## src/rtl/load_store_unit.sv

```systemverilog
// Load/store unit: one outstanding bus access per request, stalling the pipeline until it completes.
// Optional bus-wait abort is compiled in with `define LSU_TIMEOUT_EN (limit set by TIMEOUT).
module load_store_unit #(
    parameter int TIMEOUT = 255
) (
    input  logic        clk,
    input  logic        rst,
    input  logic        mem_read,
    input  logic        mem_write,
    input  logic [2:0]  funct3,
    input  logic [31:0] alu_result,
    input  logic [31:0] store_data,
    output logic [31:0] bus_addr,
    output logic [31:0] bus_wdata,
    output logic [3:0]  bus_sel,
    output logic        bus_read,
    output logic        bus_write,
    input  logic [31:0] bus_rdata,
    input  logic        bus_ack,
    output logic [31:0] load_data,
    output logic        stall,
    output logic        misaligned,
    output logic        bus_error
);

    typedef enum logic [1:0] {
        IDLE = 2'b00,
        BUSY = 2'b01,
        DONE = 2'b10
    } lsuState_t;

    lsuState_t   state_r;
    lsuState_t   stateNext_s;
    logic [1:0]  addrOff_r;
    logic [2:0]  funct3_r;
    logic        isWrite_r;
    logic [31:0] busAddr_r;
    logic [31:0] busWdata_r;
    logic [3:0]  busSel_r;
    logic        busRead_r;
    logic        busWrite_r;
    logic [31:0] loadData_r;
    logic        misaligned_r;
    logic        reqValid_s;
    logic        isWriteReq_s;
    logic        misalign_s;
    logic        accept_s;
    logic        timeout_s;

    // funct3[1:0] encodes access size for loads and stores alike: 00 byte, 01 half, 10 word
    function automatic logic isMisaligned(input logic [2:0] f3, input logic [1:0] off);
        case (f3[1:0])
            2'b00:   isMisaligned = 1'b0;
            2'b01:   isMisaligned = off[0];
            default: isMisaligned = (off != 2'b00);
        endcase
    endfunction

    function automatic logic [3:0] laneSel(input logic [2:0] f3, input logic [1:0] off);
        case (f3[1:0])
            2'b00:   laneSel = 4'b0001 << off;
            2'b01:   laneSel = 4'b0011 << off;
            default: laneSel = 4'b1111;
        endcase
    endfunction

    function automatic logic [31:0] storeLanes(input logic [2:0] f3, input logic [31:0] sd);
        case (f3[1:0])
            2'b00:   storeLanes = {4{sd[7:0]}};
            2'b01:   storeLanes = {2{sd[15:0]}};
            default: storeLanes = sd;
        endcase
    endfunction

    function automatic logic [31:0] extendLoad(input logic [2:0] f3, input logic [1:0] off,
                                               input logic [31:0] rd);
        logic [7:0]  laneByte;
        logic [15:0] laneHalf;
        laneByte = rd[{off, 3'b000} +: 8];
        laneHalf = rd[{off[1], 4'b0000} +: 16];
        case (f3)
            3'b000:  extendLoad = {{24{laneByte[7]}}, laneByte};
            3'b001:  extendLoad = {{16{laneHalf[15]}}, laneHalf};
            3'b100:  extendLoad = {24'h000000, laneByte};
            3'b101:  extendLoad = {16'h0000, laneHalf};
            default: extendLoad = rd;
        endcase
    endfunction

    // a simultaneous read and write request is served as a read
    assign reqValid_s   = mem_read | mem_write;
    assign isWriteReq_s = mem_write & ~mem_read;
    assign misalign_s   = isMisaligned(funct3, alu_result[1:0]);
    assign accept_s     = (state_r == IDLE) & reqValid_s & ~misalign_s;

    assign stall      = (state_r == BUSY) | accept_s;
    assign bus_addr   = busAddr_r;
    assign bus_wdata  = busWdata_r;
    assign bus_sel    = busSel_r;
    assign bus_read   = busRead_r;
    assign bus_write  = busWrite_r;
    assign load_data  = loadData_r;
    assign misaligned = misaligned_r;

`ifdef LSU_TIMEOUT_EN
    localparam int CNT_W = $clog2(TIMEOUT + 1);

    logic [CNT_W-1:0] busyCnt_r;
    logic             busError_r;

    assign timeout_s = (state_r == BUSY) & ~bus_ack & (busyCnt_r == CNT_W'(TIMEOUT - 1));
    assign bus_error = busError_r;

    // BUSY-cycle counter and one-cycle abort flag
    always_ff @(posedge clk) begin
        if (rst) begin
            busyCnt_r  <= {CNT_W{1'b0}};
            busError_r <= 1'b0;
        end else begin
            busError_r <= timeout_s;
            if ((state_r == BUSY) && !bus_ack && !timeout_s) begin
                busyCnt_r <= busyCnt_r + CNT_W'(1);
            end else begin
                busyCnt_r <= {CNT_W{1'b0}};
            end
        end
    end
`else
    assign timeout_s = 1'b0;
    assign bus_error = 1'b0;
`endif

    // next-state decode
    always_comb begin
        stateNext_s = state_r;
        case (state_r)
            IDLE: begin
                if (accept_s) begin
                    stateNext_s = BUSY;
                end else begin
                    stateNext_s = IDLE;
                end
            end
            BUSY: begin
                if (bus_ack || timeout_s) begin
                    stateNext_s = DONE;
                end else begin
                    stateNext_s = BUSY;
                end
            end
            DONE:    stateNext_s = IDLE;
            default: stateNext_s = IDLE;
        endcase
    end

    // state, latched request and registered bus/result outputs
    always_ff @(posedge clk) begin
        if (rst) begin
            state_r      <= IDLE;
            addrOff_r    <= 2'b00;
            funct3_r     <= 3'b000;
            isWrite_r    <= 1'b0;
            busAddr_r    <= 32'h0000_0000;
            busWdata_r   <= 32'h0000_0000;
            busSel_r     <= 4'b0000;
            busRead_r    <= 1'b0;
            busWrite_r   <= 1'b0;
            loadData_r   <= 32'h0000_0000;
            misaligned_r <= 1'b0;
        end else begin
            state_r      <= stateNext_s;
            misaligned_r <= (state_r == IDLE) & reqValid_s & misalign_s;
            case (state_r)
                IDLE: begin
                    if (accept_s) begin
                        addrOff_r  <= alu_result[1:0];
                        funct3_r   <= funct3;
                        isWrite_r  <= isWriteReq_s;
                        busAddr_r  <= {alu_result[31:2], 2'b00};
                        busSel_r   <= laneSel(funct3, alu_result[1:0]);
                        busWdata_r <= isWriteReq_s ? storeLanes(funct3, store_data) : 32'h0000_0000;
                        busRead_r  <= ~isWriteReq_s;
                        busWrite_r <= isWriteReq_s;
                    end
                end
                BUSY: begin
                    if (bus_ack || timeout_s) begin
                        busAddr_r  <= 32'h0000_0000;
                        busWdata_r <= 32'h0000_0000;
                        busSel_r   <= 4'b0000;
                        busRead_r  <= 1'b0;
                        busWrite_r <= 1'b0;
                    end
                    if (bus_ack) begin
                        if (!isWrite_r) begin
                            loadData_r <= extendLoad(funct3_r, addrOff_r, bus_rdata);
                        end
                    end else if (timeout_s) begin
                        loadData_r <= 32'h0000_0000;
                    end
                end
                DONE: begin
                end
                default: begin
                end
            endcase
        end
    end

endmodule

```

## config.mk

```make
export PLATFORM = sky130hd
export DESIGN_NAME = load_store_unit
export DESIGN_NICKNAME = d
export VERILOG_FILES = /design/src/rtl/load_store_unit.sv
export SDC_FILE = /design/constraint.sdc
export NUM_CORES = 1
export LEC_CHECK = 0
export CAP_MARGIN = 20
export CELL_PAD_IN_SITES_DETAIL_PLACEMENT = 0
export CELL_PAD_IN_SITES_GLOBAL_PLACEMENT = 2
export CORE_ASPECT_RATIO = 1.1
export CORE_MARGIN = 5
export CORE_UTILIZATION = 35
export CTS_BUF_LIST = sky130_fd_sc_hd__clkbuf_2
export DETAILED_ROUTE_END_ITERATION = 8
export DONT_BUFFER_PORTS = 1
export HOLD_SLACK_MARGIN = 0.15
export PLACE_DENSITY = 0.85
export SETUP_SLACK_MARGIN = 0.3
export SLEW_MARGIN = 10
export SYNTH_ARGS = -nofsm -noshare
export SYNTH_HDL_FRONTEND = slang
export SYNTH_SLANG_ARGS = --single-unit
```

## constraint.sdc

```tcl
create_clock -name clk -period 4.13 [get_ports clk]
set_input_delay 1.239 -clock clk [delete_from_list [all_inputs] [get_ports clk]]
set_output_delay 1.239 -clock clk [all_outputs]
set_load 0.01 [all_outputs]
```

==> results of run 1 <==
[routing by layer]
metal  routed length (um)  vias up  share of wire (%)  global-route usage [%]
met5                    0        -                  0                       0
met3                 1660        9                 12                    8.20
met2                 6730      142                 49                    27.6
met1                 5080     1716                 37                    18.6
li1                     -     1740                  -                       -
met4                  137        0                1.0                    5.98
[kinds of logic after synthesis]
group                  after synthesis  share of synthesized area [%]
flip-flops                         109                           45.7
other                                1                         0.0786
buffers and inverters               52                           5.43
AO/OA/AOI/OAI                      149                           24.4
multiplexers                        46                           9.86
AND/OR/NAND/NOR                    128                           14.1
XOR/XNOR                             2                          0.367
[report_power, final]
part | switching (uW) | internal [uW] | total (uW)
clock network | 424 | 114 | 537
registers | 81.6 | 1120 | 1200
logic | 131 | 114 | 245
[cells in the final DEF (no fill, tap or decap), types with 12 or more instances in the layout]
cell type and n:
a211oi_1 24, a22o_1 43, o21ai_0 15, dfxtp_1 109, nor2_1 44, nand2_1 31, mux2i_1 38, nand3b_1 22
o31ai_1 12, a22oi_1 12
[cell type report]
cell class	count	area, um2	share of cell area (%)
Sequential cell	109	2180	43.8
Timing Repair Buffer	8	60.1	1.20
Tap cell	184	230	4.62
Multi-Input combinational cell	328	2350	47.2
Clock buffer	9	45.0	0.904
Clock inverter	7	95.1	1.91
Antenna cell	2	5.00	0.100
Inverter	4	15.0	0.301
[registers in the layout, indices dropped and copies added (netlist names)]
signal	flops
isWrite_r	1
funct3_r	3
state_r	2
load_data	32
bus_wdata	32
addrOff_r	2
bus_sel	4
bus_write	1
bus_read	1
bus_addr	30
misaligned	1
[per-stage QoR]
step / utilization (%) / hold slack (ns) / worst slack [ns]
6_report: 37.6 / 0.535 / 0.687
2_1_floorplan: - / 0.465 / 0.440
3_3_place_gp: 36.5 / 0.507 / 0.676
3_5_place_dp: 36.5 / 0.512 / 0.687
5_1_grt: 37.6 / 0.461 / 0.549
4_1_cts: 37.5 / 0.501 / 0.656
[worst max-delay path, stage by stage]
cell,delay [ns]
o21a_1,0.19
or4_1,0.52
o21ai_0,0.26
[path summary, 6_finish.rpt]
path / start / to / slack (ns)
max: alu_result[1] / stall / 0.69
min: bus_wdata[19] / bus_wdata[19] / 0.53
max reg2reg: addrOff_r[0] / load_data[6] / 1.91
min reg2reg: bus_wdata[19] / bus_wdata[19] / 0.53
==> results by group, run 1 <==
Yosys
  • Synth Instances: slightly below 500
  • Warnings, synthesis: 0
  • Most common cell in the synthesized netlist: dfxtp_1
  • Syn Std Cell Area: approximately 4800 um2
  • #FFs+latches synth: around 110
  • Ranking of synthesized cells by area: dfxtp_1, mux2i_1, a22o_1
  • Syn Area/Cell: 9.80 um2
  • Distinct cell type count after synthesis: 50
  • Synth top area share: a little under half
  • Yosys top cell by area: dfxtp_1
  • Top_reg_cell synth: dfxtp_1
  • Ys async rst share: 0%
  • Post-synth EDFFs: 0
  • Register area share after synthesis: 45.7%
  • Most frequent cells after synthesis: dfxtp_1, nor2_1, a22o_1

CTS
  • Clk buf depth: 2
  • Cts repair resizes: 0
  • CTS tree: yes
  • Post-CTS setup buffers: 0
  • Worst-Skew Late Latency: 0.67 ns
  • Hold Buf Count CTS: 0
  • CTS sink count: ~110
  • H-tree depth: 3
  • Clock root buffer: clkbuf_2
  • Num CTS Buffers: 9
  • Clock transition at the registers of the reported paths: roughly 0.39 ns

Floorplan
  • Die Footprint: approximately 16,000 um2
  • Die width: approximately 120 um
  • Ports: around 210
  • Num rows: 44
  • Core ar.: approximately 13,000 um2
  • Die height: approximately 130 um
  • Initial core utilization: 36.0%

Power and ir drop
  • Worst vdd ir: about 170 uV
  • P_leak: 0.00179 uW
  • Power Dens Cells: about 400 nW/um2
  • Overall Power: just under 2000 uW

Setup path
  • CP endpoint kind: primary output
  • Crit Path Class: in -> out
  • Crit-path max FO: 7
  • Worst Path Arrival: about 2.2 ns
  • Worst setup SP type: primary input
  • FF-to-FF path depth: 4
  • Critical Path RT: between 2 and 3 ns

Global routing
  • Pin count of the biggest net entering global routing: between 50 and 60
  • Overall fraction of global-route tracks in use: between 10% and 20%
  • Initial antenna violation count: 1
  • Vias in the first global route: between 3,000 and 4,000
  • GRT overflow: 0
  • First-pass GRT wire length: roughly 21,000 um

STA
  • Fin Setup TNS: 0 ns
  • Fin crit share: 83.4%
  • Max-slew violation count: 0
  • RSZ-0062 raised after global routing: false
  • Setup Skew: 0.0421 ns
  • Normalized max-slew margin: a little under a third
  • Fmax: slightly below 0.3 GHz
  • Final min period: between 3 and 4 ns
  • Worst-Margin Slew: 1.03 ns
  • Final Hold Vio Count: 0
  • Final setup vio count: 0

Final layout
  • Final nets: about 560
  • Layout area overhead: 4.48%
  • Fillers: 1,357
  • Final cell count without fillers: 651
  • Final instance area: between 4000 and 5000 um2
  • Share of cells above drive strength 1: between 8 and 9%

Placed design
  • Post-Place Cells: 633
  • I/O Buffers: 0
  • DP Area: approximately 4800 um2
  • Gpl congestion: roughly 0.81
  • Hpwl dp: between 9000 and 10,000 um

Routing
  • DR vias: around 3,600
  • Drt drc: 0
  • Avg Vias per Cell: roughly 5.5
  • Initial DRC count: 203
  • Detailed Routing Iterations Pass 1: 4
  • WL final: ~14,000 um
  • Final ANT Viol Nets: 0
  • DR WL/cell: ~21 um

Worst hold path
  • HP Class: reg -> reg
  • Hold-critical path depth: 1

Run status
  • Status: completed

Job
  • Maxcap violations: 0
No activity file was read; power rests on OpenSTA's default activity.
==> inputs of run 2 (changes only) <==
==> constraint.sdc (replaced) <==
create_clock -name clk -period 3.4 [get_ports clk]
set_input_delay 1.02 -clock clk [delete_from_list [all_inputs] [get_ports clk]]
set_output_delay 1.02 -clock clk [all_outputs]
set_load 0.01 [all_outputs]
==> run 2 against run 1 <==
Count of clock-buffer cells in the layout is the same; via count grew 4.4%; sequential cell count is the same; cell area grew 0.80%; critical path depth is the same; sequential power grew 22%; highest routed layer unchanged; register-to-register slack lost 0.75 ns; total power grew 20%; non-clock buffer count grew 2; global-route usage is essentially flat; worst setup slack lost 0.26 ns.
==> results by group, run 2 (synthesized netlist as in run 1, its figures left out) <==
Routing
  • Drt drc: 0
  • WL final: about 14,000 um
  • DR WL/cell: roughly 22 um
  • Avg Vias per Cell: slightly below 6
  • Final ANT Viol Nets: 0
  • Initial DRC count: around 140
  • Detailed Routing Iterations Pass 1: 4
  • DR vias: roughly 3,800

STA
  • Setup Skew: ~0.045 ns
  • Worst-Margin Slew: roughly 0.87 ns
  • Fin crit share: between 80 and 90%
  • Fmax: ~0.34 GHz
  • Final setup vio count: 0
  • Final Hold Vio Count: 0
  • Normalized max-slew margin: about two fifths
  • Fin Setup TNS: 0 ns
  • Worst hold slack: 0.415 ns
  • RSZ-0062 raised after global routing: false
  • Max-slew violation count: 0
  • Final min period: between 2 and 3 ns

Setup path
  • Worst setup SP type: flip-flop
  • Crit Path Class: reg -> out
  • Critical Path RT: about 2.4 ns
  • Worst Path Arrival: a little under 2 ns
  • CP endpoint kind: primary output
  • R2R Setup Slk: 1.16 ns
  • Crit-path max FO: 5

Final layout
  • Most frequent cells in the layout: dfxtp_1, nor2_1, a22o_1
  • Commonest non-fill, non-tap cell in the layout: dfxtp_1
  • Layout area overhead: 5.32%
  • Diode count: 0
  • Final nets: 566
  • Final instance area: approximately 5000 um2
  • Share of cells above drive strength 1: 10.1%

CTS
  • Clock transition at the registers of the reported paths: between 0.3 and 0.4 ns
  • Clock root buffer: clkbuf_2
  • Num CTS Buffers: 9
  • Clk buf depth: 2
  • Hold Buf Count CTS: 0
  • CTS sink count: roughly 110
  • Worst-Skew Late Latency: roughly 0.63 ns
  • H-tree depth: 3
  • CTS tree: yes

Floorplan
  • Die width: between 100 and 150 um
  • Die Footprint: between 15,000 and 20,000 um2
  • Core ar.: around 13,000 um2
  • Initial core utilization: 36.0%
  • Die height: approximately 130 um
  • Ports: about 210
  • Num rows: 44

Placed design
  • DP Area: between 4000 and 5000 um2
  • I/O Buffers: 0
  • Gpl congestion: ~0.83
  • Hpwl dp: roughly 10,000 um

Global routing
  • First-pass GRT wire length: 21,500 um
  • GRT overflow: 0
  • Vias in the first global route: ~3,800
  • Pin count of the biggest net entering global routing: between 50 and 60
  • Initial antenna violation count: 0
  • Overall fraction of global-route tracks in use: roughly 17%

Power and ir drop
  • P_leak: 0.00181 uW
  • NetSw: around 750 uW
  • Combinational Power Share: around an eighth
  • Switching share of power: 31.4%
  • Sequential share of power: 61.3%
  • Int Pwr: approximately 1600 uW
  • Power Dens Cells: 474 nW/um2
  • Clk pwr share: 25.6%
  • Worst vdd ir: about 190 uV

Job
  • Maxcap violations: 0

Worst hold path
  • HP Class: in -> reg

Run status
  • Status: completed
[run 2: cell types whose count changed in the layout (fill, tap and decap cells not counted), sizes merged]
cell	previous run	this run
clkinvlp	1	0
clkinv	3	5
inv	7	6
buf	8	10
diode	2	0
[run 2: critical path, stage by stage (launching register included)]
cell and delay [ns]:
dfxtp_2 0.42, or2_4 0.28, or4_4 0.51, o21ai_4 0.11
[run 2: per-stage QoR]
step | std cells | util [%] | power (uW) | worst slack, ns
3_5_place_dp | 633 | 36.6 | 1790 | 0.427
2_1_floorplan | 489 | - | 1740 | 0.295
3_3_place_gp | 633 | 36.6 | 1770 | 0.436
6_report | 651 | 37.9 | 2380 | 0.429
5_1_grt | 651 | 37.9 | 2500 | 0.336
4_1_cts | 650 | 37.6 | 2410 | 0.302
[run 2: worst paths after layout]
check | start | endpoint | cells past startpoint
setup / recovery | state_r[0] | stall | 3
hold / removal | alu_result[1] | bus_sel[1] | 1
setup reg to reg | addrOff_r[0] | load_data[6] | 4
hold reg to reg | bus_wdata[20] | bus_wdata[20] | 1
[run 2: area by class of cell]
| cell class | instances | area, um2 |
|---|---|---|
| Sequential cell | 109 | 2190 |
| Tap cell | 184 | 230 |
| Clock buffer | 9 | 45.0 |
| Clock inverter | 7 | 82.6 |
| Multi-Input combinational cell | 328 | 2370 |
| Timing Repair Buffer | 10 | 95.1 |
| Fill cell | 1341 | 8240 |
| Inverter | 4 | 15.0 |
[run 2: metal layers]
metal | vias up | wire, um | share of wire [%] | GRT usage [%]
li1 | 1748 | - | - | -
met1 | 1842 | 5080 | 36 | 17.8
met2 | 156 | 7200 | 51 | 28.8
met3 | 20 | 1570 | 11 | 7.60
met4 | 0 | 274 | 1.9 | 6.41
met5 | - | 0 | 0 | 0
[run 2: power by group through the flow]
stage / clock [uW] / combinational, uW / sequential, uW
2_1_floorplan: 0 / 296 / 1450
3_3_place_gp: 0 / 292 / 1480
3_5_place_dp: 0 / 303 / 1490
4_1_cts: 644 / 306 / 1460
5_1_grt: 681 / 346 / 1470
6_report: 609 / 312 / 1460
[run 2: repair_timing]
action | 4_1_cts | 5_1_grt
gates resized for setup | 4 | 1
hold endpoints to repair | 0 | 0
gates cloned | 0 | 0
endpoints found under the setup margin | 1 | 1
buffers inserted | 1 | 0
pin swaps | 0 | 0
==> inputs of run 3 (changes only) <==
--- a/config.mk
+++ b/config.mk
@@ -21,3 +21,4 @@
 export SYNTH_ARGS = -nofsm -noshare
 export SYNTH_HDL_FRONTEND = slang
 export SYNTH_SLANG_ARGS = --single-unit
+export TNS_END_PERCENT = 50
==> results of run 3 <==
Final layout, timing and power as in run 2 (identical DEF).
